### src/rtl/teller_dispatch.sv
// rtl/teller_dispatch.sv - round-robin teller call dispatcher with queue dequeue handshake and 7-seg hall display
// Optional ack timeout abort is enabled by defining DISPATCH_TIMEOUT_EN.
module teller_dispatch #(
  parameter int N_TELLERS   = 3,
  parameter int ACK_TIMEOUT = 15
) (
  input  logic                 clock_i,
  input  logic                 clear_n_i,
  input  logic [N_TELLERS-1:0] next_req_i,
  input  logic                 q_empty_i,
  input  logic                 deq_ack_i,
  output logic                 deq_req_o,
  output logic                 call_valid_o,
  output logic [6:0]           call_ticket_o,
  output logic [2:0]           call_teller_o,
  output logic [N_TELLERS-1:0] pending_o,
  output logic                 timeout_err_o,
  output logic [6:0]           led_tens_o,
  output logic [6:0]           led_ones_o,
  output logic [6:0]           led_teller_o
);

  typedef enum logic [2:0] {S_IDLE, S_ARB, S_WAIT_Q, S_DEQ, S_ANNOUNCE} state_t;

  state_t               state_q, state_d;
  logic [N_TELLERS-1:0] req_q, pending_q, pending_d, rise, clr;
  logic [2:0]           sel_q, sel_d, rr_q, rr_d, arb_idx, teller_q, teller_d;
  logic [6:0]           ticket_q, ticket_d, next_ticket_q, next_ticket_d;
  logic                 valid_q, valid_d;
  logic [7:0]           pend_ext, clr_ext;

  // Scan from the highest offset down so the nearest pending teller at or after rr_q wins.
  always_comb begin
    logic [3:0] pos;
    pos      = '0;
    pend_ext = 8'(pending_q);
    arb_idx  = rr_q;
    for (int k = N_TELLERS - 1; k >= 0; k--) begin
      pos = {1'b0, rr_q} + 4'(k);
      if (pos >= 4'(N_TELLERS)) pos = pos - 4'(N_TELLERS);
      if (pend_ext[pos[2:0]]) arb_idx = pos[2:0];
    end
  end

`ifdef DISPATCH_TIMEOUT_EN
  localparam int TW = $clog2(ACK_TIMEOUT + 1);
  logic [TW-1:0] timer_q;
  logic          err_q;
  logic          timeout_fire;

  assign timeout_fire  = (state_q == S_DEQ) && !deq_ack_i && (timer_q == TW'(ACK_TIMEOUT - 1));
  assign timeout_err_o = err_q;

  always_ff @(posedge clock_i or negedge clear_n_i) begin
    if (!clear_n_i) begin
      timer_q <= '0;
      err_q   <= 1'b0;
    end else begin
      timer_q <= (state_q == S_DEQ) ? timer_q + 1'b1 : '0;
      err_q   <= err_q | timeout_fire;
    end
  end
`else
  assign timeout_err_o = 1'b0;
`endif

  always_comb begin
    state_d       = state_q;
    sel_d         = sel_q;
    rr_d          = rr_q;
    ticket_d      = ticket_q;
    teller_d      = teller_q;
    next_ticket_d = next_ticket_q;
    valid_d       = 1'b0;
    clr_ext       = '0;
    deq_req_o     = 1'b0;
    rise          = next_req_i & ~req_q;
    case (state_q)
      S_IDLE:   if (|pending_q) state_d = S_ARB;
      S_ARB: begin
        sel_d   = arb_idx;
        state_d = q_empty_i ? S_WAIT_Q : S_DEQ;
      end
      S_WAIT_Q: if (!q_empty_i) state_d = S_DEQ;
      S_DEQ: begin
        deq_req_o = 1'b1;
        if (deq_ack_i) state_d = S_ANNOUNCE;
`ifdef DISPATCH_TIMEOUT_EN
        else if (timeout_fire) state_d = S_IDLE;
`endif
      end
      S_ANNOUNCE: begin
        ticket_d      = next_ticket_q;
        teller_d      = sel_q + 3'd1;
        valid_d       = 1'b1;
        clr_ext       = 8'd1 << sel_q;
        rr_d          = (sel_q == 3'(N_TELLERS - 1)) ? 3'd0 : sel_q + 3'd1;
        next_ticket_d = (next_ticket_q == 7'd99) ? 7'd1 : next_ticket_q + 7'd1;
        state_d       = S_IDLE;
      end
      default:  state_d = S_IDLE;
    endcase
    clr       = clr_ext[N_TELLERS-1:0];
    // A fresh press on the teller being served survives the clear.
    pending_d = (pending_q & ~clr) | rise;
  end

  always_ff @(posedge clock_i or negedge clear_n_i) begin
    if (!clear_n_i) begin
      state_q       <= S_IDLE;
      req_q         <= '0;
      pending_q     <= '0;
      sel_q         <= '0;
      rr_q          <= '0;
      ticket_q      <= '0;
      teller_q      <= '0;
      next_ticket_q <= 7'd1;
      valid_q       <= 1'b0;
    end else begin
      state_q       <= state_d;
      req_q         <= next_req_i;
      pending_q     <= pending_d;
      sel_q         <= sel_d;
      rr_q          <= rr_d;
      ticket_q      <= ticket_d;
      teller_q      <= teller_d;
      next_ticket_q <= next_ticket_d;
      valid_q       <= valid_d;
    end
  end

  function automatic logic [6:0] seg7(input logic [3:0] d);
    case (d)
      4'd0:    seg7 = 7'h7E;
      4'd1:    seg7 = 7'h30;
      4'd2:    seg7 = 7'h6D;
      4'd3:    seg7 = 7'h79;
      4'd4:    seg7 = 7'h33;
      4'd5:    seg7 = 7'h5B;
      4'd6:    seg7 = 7'h5F;
      4'd7:    seg7 = 7'h70;
      4'd8:    seg7 = 7'h7F;
      4'd9:    seg7 = 7'h7B;
      default: seg7 = 7'h00;
    endcase
  endfunction

  assign call_valid_o  = valid_q;
  assign call_ticket_o = ticket_q;
  assign call_teller_o = teller_q;
  assign pending_o     = pending_q;
  assign led_tens_o    = seg7(4'(ticket_q / 7'd10));
  assign led_ones_o    = seg7(4'(ticket_q % 7'd10));
  assign led_teller_o  = seg7({1'b0, teller_q});

endmodule

### config.mk
export PLATFORM = sky130hd
export DESIGN_NAME = teller_dispatch
export DESIGN_NICKNAME = d
export VERILOG_FILES = /design/src/rtl/teller_dispatch.sv
export SDC_FILE = /design/constraint.sdc
export NUM_CORES = 1
export LEC_CHECK = 0
export CORE_ASPECT_RATIO = 1.4
export CORE_UTILIZATION = 59
export CTS_CLUSTER_DIAMETER = 120
export CTS_CLUSTER_SIZE = 20
export DETAILED_ROUTE_END_ITERATION = 6
export HOLD_SLACK_MARGIN = 0.05
export PLACE_DENSITY = 0.86
export SLEW_MARGIN = 20
export SYNTH_ARGS = -nofsm -noshare
export SYNTH_HDL_FRONTEND = slang
export SYNTH_SLANG_ARGS = --single-unit
### constraint.sdc
create_clock -name clock_i -period 6.08 [get_ports clock_i]
set_clock_uncertainty 0.1 [all_clocks]
set_input_delay 0.608 -clock clock_i [delete_from_list [all_inputs] [get_ports clock_i]]
set_output_delay 0.608 -clock clock_i [all_outputs]
set_load 0.01 [all_outputs]
==> results.json <==
{
  "ioPinCount": 44,
  "grt_use_met2": 0.5079,
  "ys_ff_latch": 33,
  "drt_iter0_drc": 135,
  "die_y_um": 85.17,
  "gp_congestion": 0.8576,
  "cts_made_buffers": 5,
  "min_path_type": "reg2reg",
  "postCtsSetupRepairBufs": 0,
  "coreArea_um2": 4644,
  "slew_headroom": 0.2889,
  "ys.flop_type": "dfrtp_1",
  "multi_input_area_um2": 1888,
  "dieWidth_um": 61.41,
  "place_ws_ps": 1670,
  "drv_cap": 0,
  "worst_pin_slew_ps": 1058,
  "hold_viol_final": 0,
  "nNetsFinal": 419,
  "cts_tree": "yes",
  "critPathRequiredTime_ps": 5370,
  "setup_tns_ps": 0,
  "peakVddDrop_mv": 0.3937,
  "drive_above_1_share": 0.04724,
  "hold_buffers": 0,
  "regArea_um2": 827.0,
  "powerDensity_nw_per_um2": 425.9,
  "area_delta_synth_final_pct": 16.52,
  "netlist-cell-type-count": 59,
  "finalSetupViolCount": 0,
  "die_area_um2": 5230,
  "grt_pass1_wl_mm": 10.56,
  "stdcell_count": 443,
  "cts-root-buf": "clkbuf_8",
  "start_util": 0.6277,
  "drt_wl_total_mm": 6.529,
  "rsz0062_at_grt": "false",
  "cp.arrival_ps": 4070,
  "drc": 0,
  "final_max_slew_viol_count": 0,
  "cts_sinks": 33,
  "row_count": 29,
  "post-route-period-util": 0.7860,
  "antenna_cells": 0,
  "yosysWarnings": 0,
  "grt_start_max_net_pins": 34,
  "p_leak_nw": 1.565,
  "worst-path-max-fanout": 13,
  "grtUsageTotal": 0.2684,
  "drt_pre_antenna_iters": 4,
  "fmax_mhz": 209.2,
  "use_met1": 0.2850,
  "cts_resized": 0,
  "clockBufferDepth": 2,
  "synthArstFlopShare": 1.000,
  "htreeDepth": 2,
  "grt-busiest-layer": "met2",
  "fin_ws_ps": 1301,
  "clk_latency_ps": 290,
  "antenna_found_initial": 0,
  "ant_nets": 0,
  "avgSynthCellArea_um2": 8.353,
  "vias_per_cell": 5.885,
  "synthesis.area_um2": 2915,
  "hpwl_mm": 5.012,
  "use_met3": 0.03354,
  "fillers": 378,
  "fin_crit_ps": 4779,
  "dp.cells": 435,
  "wl_per_cell_um": 14.74,
  "overflow": 0,
  "via_count": 2607,
  "synth-edff-count": 0,
  "synthCells": 349,
  "ys_seq_area_frac": 0.2837,
  "syn_nets": 388,
  "critPathKind": "reg2out",
  "grt_pass1_vias": 2418,
  "end_kind": "output pin",
  "status": "finished clean",
  "path_clk_slew_ps": 70,
  "start_kind": "flop",
  "io_buffers": 42
}
-- Yosys cell counts, types with 3 or more instances --
| cell | count | area, um^2 |
|---|---|---|
| o21ai_0 | 29 | 145.1 |
| nor2b_1 | 7 | 43.79 |
| a221oi_1 | 4 | 35.03 |
| nor3_1 | 4 | 20.02 |
| o22ai_1 | 6 | 37.54 |
| dfrtp_1 | 32 | 800.8 |
| ha_1 | 32 | 400.4 |
| nand3_1 | 7 | 35.03 |
| buf_4 | 3 | 22.52 |
| a211oi_1 | 5 | 37.54 |
| a21o_1 | 3 | 22.52 |
| nand2_1 | 41 | 153.9 |
| nor4_1 | 3 | 18.77 |
| nand2b_1 | 4 | 25.02 |
| and3_1 | 5 | 31.28 |
| a21oi_1 | 17 | 85.08 |
| nor3b_1 | 5 | 37.54 |
| buf_6 | 3 | 33.78 |
| and2_1 | 4 | 25.02 |
| o31ai_1 | 3 | 22.52 |
| xor2_1 | 4 | 35.03 |
| a22o_1 | 3 | 26.28 |
| buf_2 | 4 | 20.02 |
| inv_1 | 24 | 90.09 |
| mux2i_1 | 11 | 110.1 |
| clkbuf_1 | 8 | 30.03 |
| a31oi_1 | 4 | 25.02 |
| nor2_1 | 26 | 97.59 |
| xnor2_1 | 7 | 61.31 |
| and2b_1 | 3 | 22.52 |
-- worst max-delay path, cell delays in order (launching register included) --
cell and delay, ps:
dfrtp_1 580, or2b_4 350, a22oi_1 250, o21ai_1 180, nor2_1 140, ha_1 360, inv_1 180, a21o_1 230
mux2i_1 250, ha_1 210, inv_1 40, a221oi_1 360, o22ai_1 150, clkdlybuf4s50_1 510
-- area by class of cell --
class,count,share of cell area
clock buffers,5,0.02026
clock inverters,3,0.005157
inverters,24,0.02652
multi-input cells,273,0.5558
flip-flops and latches,33,0.2435
well taps,62,0.02284
repair buffers,43,0.1260
-- cell families after synthesis --
| kind of cell | after synthesis | share of synthesized area |
|---|---|---|
| AO/OA/AOI/OAI | 94 | 0.2120 |
| XOR/XNOR | 11 | 0.03305 |
| other | 1 | 0.001286 |
| flip-flops | 33 | 0.2837 |
| AND/OR/NAND/NOR | 119 | 0.2047 |
| adder cells (fa/ha/maj) | 33 | 0.1408 |
| multiplexers | 15 | 0.05580 |
| buffers and inverters | 43 | 0.06867 |
-- power by group --
group          leakage [nW]  switching (mW)  total (mW)  internal (mW)
logic                  1.11           0.466       0.904          0.439
clock network        0.0439          0.0827       0.162         0.0789
registers             0.414           0.104       0.381          0.276
total                  1.56           0.653        1.45          0.794
-- through the flow --
step           hold WS [ps]  utilization  power [mW]  area [um^2]
2_1_floorplan         212.4            -      0.9738         2915
5_1_grt               387.3       0.7314       1.566         3397
4_1_cts               333.4       0.7314       1.447         3397
3_5_place_dp          323.2       0.7128       1.278         3311
6_report              327.2       0.7314       1.447         3397
3_3_place_gp          309.1       0.7128       1.240         3311
-- final timing paths --
check                      cells past startpoint                           end  slack, ps                    startpoint
min in group asynchronous                      2        pending_o[0]$_DFF_PN0_        600                     clear_n_i
max reg2reg                                    8          sel_q[1]$_DFFE_PN0N_       3330           rr_q[0]$_DFFE_PN0P_
min                                            1        pending_o[0]$_DFF_PN0_        330            req_q[0]$_DFF_PN0_
max in group asynchronous                      2  next_ticket_q[0]$_DFFE_PN1P_       4950                     clear_n_i
max                                           13                 led_ones_o[3]       1300  call_ticket_o[5]$_DFFE_PN0P_
min reg2reg                                    1        pending_o[0]$_DFF_PN0_        330            req_q[0]$_DFF_PN0_
-- registers in the layout (all words and copies together), names as in the netlist --
name,count
sel_q,3
pending_o,3
rr_q,3
req_q,3
next_ticket_q,7
call_teller_o,3
call_valid_o,1
state_q,3
call_ticket_o,7
-- cell usage in the layout (no fill, tap or decap), types with 5 or more instances in the layout --
cell type,count
o21ai_0,29
nand3_1,7
inv_1,24
nor2b_1,7
a21oi_1,17
nor3b_1,5
o22ai_1,6
clkbuf_8,5
nand2_1,41
xnor2_1,7
mux2i_1,11
ha_1,32
dfrtp_1,32
clkdlybuf4s50_1,42
a211oi_1,5
and3_1,5
nor2_1,26
-- layer usage --
metal | wire length (um) | vias to the layer above | part of all wire
met2 | 3657 | 65 | 0.56
met1 | 2572 | 1243 | 0.39
met3 | 180 | 11 | 0.028
li1 | - | 1288 | -
met5 | 0 | - | 0
met4 | 119 | 0 | 0.018
Power figures use the tool's default switching activity.
